<file path="config.mk">
export PLATFORM = sky130hd
export DESIGN_NAME = fifo_wr_arbiter
export DESIGN_NICKNAME = d
export VERILOG_FILES = /design/src/rtl/fifo_wr_arbiter_pkg.sv /design/src/rtl/fifo_arb_rr_pick.sv /design/src/rtl/fifo_wr_arbiter.sv
export SDC_FILE = /design/constraint.sdc
export NUM_CORES = 1
export LEC_CHECK = 0
export CAP_MARGIN = 20
export CORE_MARGIN = 2
export CORE_UTILIZATION = 36
export DETAILED_ROUTE_END_ITERATION = 10
export PLACE_DENSITY = 0.94
export SYNTH_ARGS = -nofsm -noshare
export SYNTH_HDL_FRONTEND = slang
export SYNTH_HIERARCHICAL = 1
export SYNTH_SLANG_ARGS = --single-unit
</file>
<file path="constraint.sdc">
create_clock -name clk -period 5.14 [get_ports clk]
set_input_delay 1.028 -clock clk [delete_from_list [all_inputs] [get_ports clk]]
set_output_delay 1.028 -clock clk [all_outputs]
set_load 0.05 [all_outputs]
</file>
<file path="src/rtl/fifo_wr_arbiter_pkg.sv">
// -----------------------------------------------------------------------------
// fifo_wr_arbiter_pkg
//   Shared definitions for the two-producer fifo write-port arbiter.
//   - arb_state_e : arbiter state encoding. The owner output reuses it, so
//                   2'b00 = idle, 2'b01 = producer 0, 2'b10 = producer 1.
//   - STALL_W     : width of the optional per-producer stall counters.
//   - sat_inc     : saturating increment used by the stall counters.
// -----------------------------------------------------------------------------
package fifo_wr_arbiter_pkg;

    typedef enum logic [1:0] {
        ARB_IDLE = 2'b00,
        ARB_OWN0 = 2'b01,
        ARB_OWN1 = 2'b10
    } arb_state_e;

    localparam int STALL_W = 16;

    // Stops at all-ones instead of wrapping back to zero.
    function automatic logic [STALL_W-1:0] sat_inc(input logic [STALL_W-1:0] v);
        return (v == {STALL_W{1'b1}}) ? v : v + STALL_W'(1);
    endfunction

endpackage

</file>
<file path="src/rtl/fifo_arb_rr_pick.sv">
// -----------------------------------------------------------------------------
// fifo_arb_rr_pick
//   Two-way round-robin picker, purely combinational.
//   Ports:
//     req0, req1 : in  - candidate requests
//     last_srv   : in  - producer that was served last (0/1); loses a tie
//     pick       : out - chosen producer (0/1), meaningful when valid=1
//     valid      : out - at least one request present
// -----------------------------------------------------------------------------
module fifo_arb_rr_pick (
    input  logic req0,
    input  logic req1,
    input  logic last_srv,
    output logic pick,
    output logic valid
);

    always_comb begin
        valid = req0 | req1;
        // On a tie the producer that was not served last wins; otherwise the
        // only requester wins (req1 alone -> 1, req0 alone or none -> 0).
        pick  = (req0 & req1) ? ~last_srv : req1;
    end

endmodule

</file>
<file path="src/rtl/fifo_wr_arbiter.sv">
// -----------------------------------------------------------------------------
// fifo_wr_arbiter
//   Shares one fifo write port between two producers with round-robin
//   ownership and bounded bursts. An owner streams up to BURST_LEN accepted
//   beats, then hands over if the other producer is waiting; with the other
//   producer silent the owner keeps streaming indefinitely. Every ownership
//   starts with one idle bubble cycle coming out of IDLE; owner-to-owner
//   handovers have no bubble.
//
//   Parameters:
//     DW        : data width (producer and fifo)
//     BURST_LEN : max accepted beats per ownership while the other requests (>=1)
//     CNT_W     : burst counter width, 2**CNT_W > BURST_LEN
//
//   Ports:
//     clk              : rising-edge clock
//     rst              : synchronous active-high reset
//     req0/req1        : producer has a beat on data0/data1, held until granted
//     data0/data1      : producer data
//     gnt0/gnt1        : beat accepted from that producer this cycle (comb.)
//     fifo_full        : fifo full flag; blocks grants, never forces a switch
//     fifo_wr/fifo_din : fifo write enable / data, zero latency from the grant
//     owner            : registered state, 00 idle, 01 producer 0, 10 producer 1
//     stall0/stall1    : cycles a producer requested without a grant
//
//   Build option: define ARB_STATS_EN to build the saturating stall counters.
//   Without it stall0/stall1 are tied to zero and no counter flops exist.
// -----------------------------------------------------------------------------
module fifo_wr_arbiter
    import fifo_wr_arbiter_pkg::*;
#(
    parameter int DW        = 8,
    parameter int BURST_LEN = 4,
    parameter int CNT_W     = 3
) (
    input  logic               clk,
    input  logic               rst,
    input  logic               req0,
    input  logic [DW-1:0]      data0,
    output logic               gnt0,
    input  logic               req1,
    input  logic [DW-1:0]      data1,
    output logic               gnt1,
    input  logic               fifo_full,
    output logic               fifo_wr,
    output logic [DW-1:0]      fifo_din,
    output logic [1:0]         owner,
    output logic [STALL_W-1:0] stall0,
    output logic [STALL_W-1:0] stall1
);

    // -------------------------------------------------------------------------
    // State
    // -------------------------------------------------------------------------
    arb_state_e       state_q, state_d;
    logic             last_srv_q, last_srv_d;
    logic [CNT_W-1:0] cnt_q, cnt_d;

    logic       pick_req0, pick_req1;
    logic       pick, pick_valid;
    arb_state_e pick_state;
    logic       own_req;
    logic       beat;
    logic       burst_done;

    // -------------------------------------------------------------------------
    // Picker. One instance serves both decisions: in IDLE it sees both
    // requests; in OWNx the owner's own request is masked, so it answers
    // "is the other producer waiting?" and points at it.
    // -------------------------------------------------------------------------
    assign pick_req0 = req0 & (state_q != ARB_OWN0);
    assign pick_req1 = req1 & (state_q != ARB_OWN1);

    fifo_arb_rr_pick u_pick (
        .req0     (pick_req0),
        .req1     (pick_req1),
        .last_srv (last_srv_q),
        .pick     (pick),
        .valid    (pick_valid)
    );

    assign pick_state = pick ? ARB_OWN1 : ARB_OWN0;

    // -------------------------------------------------------------------------
    // Grants and write port. Grants are suppressed during reset so a beat
    // that would be granted in the reset cycle is never written.
    // -------------------------------------------------------------------------
    // NOTE: every output of a combinational block gets a default before any
    // branch; a path that leaves one unassigned would infer a latch.
    always_comb begin
        gnt0     = ~rst & (state_q == ARB_OWN0) & req0 & ~fifo_full;
        gnt1     = ~rst & (state_q == ARB_OWN1) & req1 & ~fifo_full;
        fifo_wr  = gnt0 | gnt1;
        fifo_din = '0;
        if (gnt0) begin
            fifo_din = data0;
        end else if (gnt1) begin
            fifo_din = data1;
        end
    end

    // Grants already include the request, so any grant is an accepted beat.
    assign beat       = gnt0 | gnt1;
    assign own_req    = (state_q == ARB_OWN0) ? req0 : req1;
    assign burst_done = (cnt_q + CNT_W'(1)) == CNT_W'(BURST_LEN);

    // -------------------------------------------------------------------------
    // Next-state logic. Release conditions are checked in priority order:
    // owner's request gone, then burst length reached, then plain counting.
    // -------------------------------------------------------------------------
    always_comb begin
        state_d    = state_q;
        last_srv_d = last_srv_q;
        cnt_d      = cnt_q;

        unique case (state_q)
            ARB_IDLE: begin
                // Entering ownership costs one bubble: no grants in IDLE.
                if (pick_valid) begin
                    state_d = pick_state;
                end
            end

            ARB_OWN0, ARB_OWN1: begin
                if (!own_req) begin
                    // Owner went quiet: hand over or fall back to IDLE, and
                    // remember who was served so the next tie goes the other way.
                    state_d    = pick_valid ? pick_state : ARB_IDLE;
                    cnt_d      = '0;
                    last_srv_d = (state_q == ARB_OWN1);
                end else if (beat) begin
                    if (burst_done) begin
                        // Burst complete: yield only if the other side waits,
                        // otherwise keep streaming with a fresh burst.
                        cnt_d = '0;
                        if (pick_valid) begin
                            state_d = pick_state;
                        end
                    end else begin
                        cnt_d = cnt_q + CNT_W'(1);
                    end
                end
                // No beat (fifo full): counter and ownership hold.
            end

            default: begin
                state_d = ARB_IDLE;
                cnt_d   = '0;
            end
        endcase
    end

    // -------------------------------------------------------------------------
    // FSM registers
    // -------------------------------------------------------------------------
    // NOTE: sequential state uses non-blocking assignments so every flop
    // samples the pre-edge value of the others, independent of statement order.
    always_ff @(posedge clk) begin
        if (rst) begin
            state_q    <= ARB_IDLE;
            last_srv_q <= 1'b1;     // producer 0 wins the first tie
            cnt_q      <= '0;
        end else begin
            state_q    <= state_d;
            last_srv_q <= last_srv_d;
            cnt_q      <= cnt_d;
        end
    end

    assign owner = state_q;

    // -------------------------------------------------------------------------
    // Optional stall statistics: count every requesting cycle without a
    // grant, including the IDLE bubble and fifo-full cycles.
    // -------------------------------------------------------------------------
`ifdef ARB_STATS_EN
    logic [STALL_W-1:0] stall0_q, stall0_d;
    logic [STALL_W-1:0] stall1_q, stall1_d;

    always_comb begin
        stall0_d = stall0_q;
        stall1_d = stall1_q;
        if (req0 && !gnt0) begin
            stall0_d = sat_inc(stall0_q);
        end
        if (req1 && !gnt1) begin
            stall1_d = sat_inc(stall1_q);
        end
    end

    always_ff @(posedge clk) begin
        if (rst) begin
            stall0_q <= '0;
            stall1_q <= '0;
        end else begin
            stall0_q <= stall0_d;
            stall1_q <= stall1_d;
        end
    end

    assign stall0 = stall0_q;
    assign stall1 = stall1_q;
`else
    assign stall0 = '0;
    assign stall1 = '0;
`endif

endmodule

</file>
==> impl_metrics.py, run 1 <==
metrics = {
    "die": {
        "die_y_um": 52.4,
        "fp.dieArea_um2": 2750,
        "core_area_um2": 2210,
        "ioPinCount": 66,
        "chipWidth_um": 52.4,
        "rows": 17,
        "initial_utilization": 0.382,
    },
    "clocking": {
        "path_clk_slew_ps": 50,
        "clk_latency_ps": 250,
        "clock_sinks": 6,
        "tritoncts": "yes",
        "cts-root-buf": "clkbuf_4",
        "cts_buffers": 3,
        "ctsResizeCount": 0,
        "cts_max_level": 1,
        "cts_setup_buffers": 0,
        "cts_hold_buffers": 0,
        "clk_path_buf_depth": 2,
    },
    "grt": {
        "antenna_found_initial": 0,
        "grt_pass1_vias": 683,
        "grt_pass1_wl_mm": 2.90,
        "grt_max_degree": 11,
        "overflow": 0,
        "grt_util_all_layers": 0.145,
    },
    "drt": {
        "drtAntennaViolNets": 0,
        "wl_mm": 2.02,
        "dr_wl_met3_um": 291,
        "dr.max_layer_used": "met4",
        "drc": 0,
        "wl_met1_um": 751,
        "vias_per_cell": 4.93,
        "num_vias": 803,
        "met2_length_um": 914,
        "drtIter0Drc": 17,
        "first_pass_iters": 4,
        "detail_route.wl_per_cell_um": 12.4,
    },
    "logic_synthesis": {
        "ys_ff_latch": 6,
        "synthMuxAreaShare": 0.0119,
        "avgSynthCellArea_um2": 8.20,
        "synth_compound_area_frac": 0.227,
        "synth_edf_count": 0,
        "synthXorXnorAreaFrac": 0.0104,
        "synth_most_common_cell": "buf_4",
        "async_reset_ff_frac": 0,
        "synth_top_family_by_area": "buffers and inverters",
        "synthDistinctLibCells": 35,
        "synth_commonest_cells": "buf_4, a22o_1, dfxtp_1, ha_1, nor2_1",
        "synth_top_area_frac": 0.284,
        "yosys.area.top_type": "buf_4",
        "synthTopCellsByArea": "buf_4, dfxtp_1, ha_1, a22o_1, nor2b_1",
        "dominantRegCellSynth": "dfxtp_1",
        "synth_area_um2": 845,
        "ys_seq_area_frac": 0.142,
        "synth-simple-area-share": 0.191,
        "synth-adder-area-share": 0.0889,
        "ys_warn_count": 6,
        "synth_cells": 103,
    },
    "setup_path": {
        "required_ps": 4110,
        "path_cells": "clkdlybuf4s50_1, nor2_1, and3_1, nor2b_1, a22o_1, clkdlybuf4s50_1",
        "worstSetupPathType": "in -> out",
        "crit_family": "buffers and inverters",
        "crit_arrival_ps": 3660,
        "reg2reg_depth": 8,
        "path_buf_inv": 2,
        "critPathSlowestCell": "clkdlybuf4s50_1",
        "regToRegStartpoint": "owner[0]",
        "cp_max_fo": 10,
        "cpPeakStageDelay_ps": 800,
        "end_kind": "primary output",
        "cp_common_cell": "clkdlybuf4s50_1",
        "cp-start-kind": "input pin",
        "reg2reg_to": "owner[0]",
        "rrSetupSlack_ps": 2770,
    },
    "job": {
        "max_cap_violations": 0,
    },
    "pwr": {
        "switchingPower_w": 0.000179,
        "intPower_w": 0.000150,
        "clkPwrFrac": 0.141,
        "p_comb_frac": 0.668,
        "swShare": 0.545,
        "p_seq_frac": 0.192,
        "p_total_w": 0.000329,
        "p_per_area_nw_per_um2": 302,
        "p_leak_nw": 0.476,
        "irDropWorstVdd_mv": 0.221,
    },
    "layout": {
        "area_delta_synth_final_pct": 29.0,
        "diodes": 0,
        "nets": 164,
        "seq_area_um2": 120,
        "drive_gt1_frac": 0.0444,
        "fillers": 208,
        "multiInputGateArea_um2": 567,
    },
    "min_path": {
        "hp-start": "cnt_q[1]",
        "hold_class": "reg -> reg",
        "hold_end": "cnt_q[1]",
        "hold_depth": 2,
    },
    "timing": {
        "setup_viol": 0,
        "worstMarginPinSlew_ps": 787,
        "fin_worst_skew_ps": 1.91,
        "slew_headroom": 0.474,
        "slew_viol_final": 0,
        "rsz0062_at_grt": "false",
        "tns_ps": 0,
        "clock.fmax_mhz": 213,
        "final.min_clock_period_ps": 4690,
        "final.period_utilization": 0.913,
        "finalHoldViolations": 0,
        "timing.hold.ws_ps": 506,
    },
    "run_status": {
        "status": "complete, no violations",
    },
    "place": {
        "globalplace.congestion": 0.836,
        "place_hpwl_mm": 1.63,
        "io_buffers": 33,
    },
}
==> kinds of logic (layout without fill, tap and decap cells) <==
group           count (synthesis)  count (layout)
fa+ha+maj                       6               6
simple gates                   27              27
compound gates                 22              22
mux                             1               1
flops                           6               6
other cells                     1              32
buf+inv                        39              40
xor+xnor                        1               1
==> layer usage <==
layer | track usage | vias to the layer above
met5 | 0 | -
met4 | 0.107 | 0
met3 | 0.0400 | 7
met2 | 0.263 | 62
met1 | 0.137 | 365
li1 | - | 369
==> power by group through the flow <==
stage	Combinational [W]	Sequential [W]	Clock [W]
3_5_place_dp	0.000217	0.0000637	0
5_1_grt	0.000235	0.0000640	0.0000493
4_1_cts	0.000217	0.0000628	0.0000473
6_report	0.000219	0.0000630	0.0000463
2_1_floorplan	0.000167	0.0000798	0
3_3_place_gp	0.000211	0.0000627	0
==> final cells by class <==
cell class	instances	share of cell area
Clock buffer	3	0.0207
Timing Repair Buffer	33	0.303
Multi-Input combinational cell	89	0.520
Tap cell	28	0.0321
Inverter	4	0.0138
Sequential cell	6	0.110
==> flip-flops by register name (all words and copies together), names as in the netlist <==
name        flops
cnt_q           3
last_srv_q      1
owner           2
==> worst register-to-register path, stage by stage, from the launching register on <==
cell	delay (ps)
dfxtp_1	420
inv_1	110
ha_1	250
nor2b_1	140
or2_1	220
nor2_1	80
a2111oi_1	750
o2111ai_1	220
nand3_1	130
==> cells in the final DEF (no fill, tap or decap), drive strengths merged, types with 4 or more instances in the layout <==
| cell type | instances |
|---|---|
| a22o | 8 |
| clkdlybuf4s50 | 33 |
| conb | 32 |
| dfxtp | 6 |
| ha | 6 |
| inv | 4 |
| nand2 | 4 |
| nor2 | 5 |
| nor2b | 4 |
==> per-stage QoR <==
stage / worst slack (ps) / std cells / cell area (um^2) / util
after global placement: 591 / 160 / 1070 / 0.482
after global routing: 309 / 163 / 1090 / 0.493
final: 448 / 163 / 1090 / 0.493
after CTS: 485 / 163 / 1090 / 0.493
after floorplan: 1380 / 134 / 961 / -
after detailed placement: 488 / 160 / 1070 / 0.482
==> how the worst max path moves through the flow <==
stage,start,end,cells after the start
floorplan,rst,fifo_din[0],7
global placement,rst,fifo_din[5],6
detailed placement,rst,fifo_din[4],6
CTS,rst,fifo_din[4],6
global route,rst,fifo_din[4],6
finish,rst,fifo_din[4],6
Note: power is estimated with default switching activity, not from simulation.
==> run 2: changes to the inputs <==
--- a/config.mk
+++ b/config.mk
@@ -8,6 +8,7 @@
 export CAP_MARGIN = 20
 export CORE_MARGIN = 2
 export CORE_UTILIZATION = 36
+export CTS_CLUSTER_DIAMETER = 60
 export DETAILED_ROUTE_END_ITERATION = 10
 export PLACE_DENSITY = 0.94
 export SYNTH_ARGS = -nofsm -noshare
==> results of run 2 <==
Same layout as run 1: the final DEF is identical, and so are final timing and power.
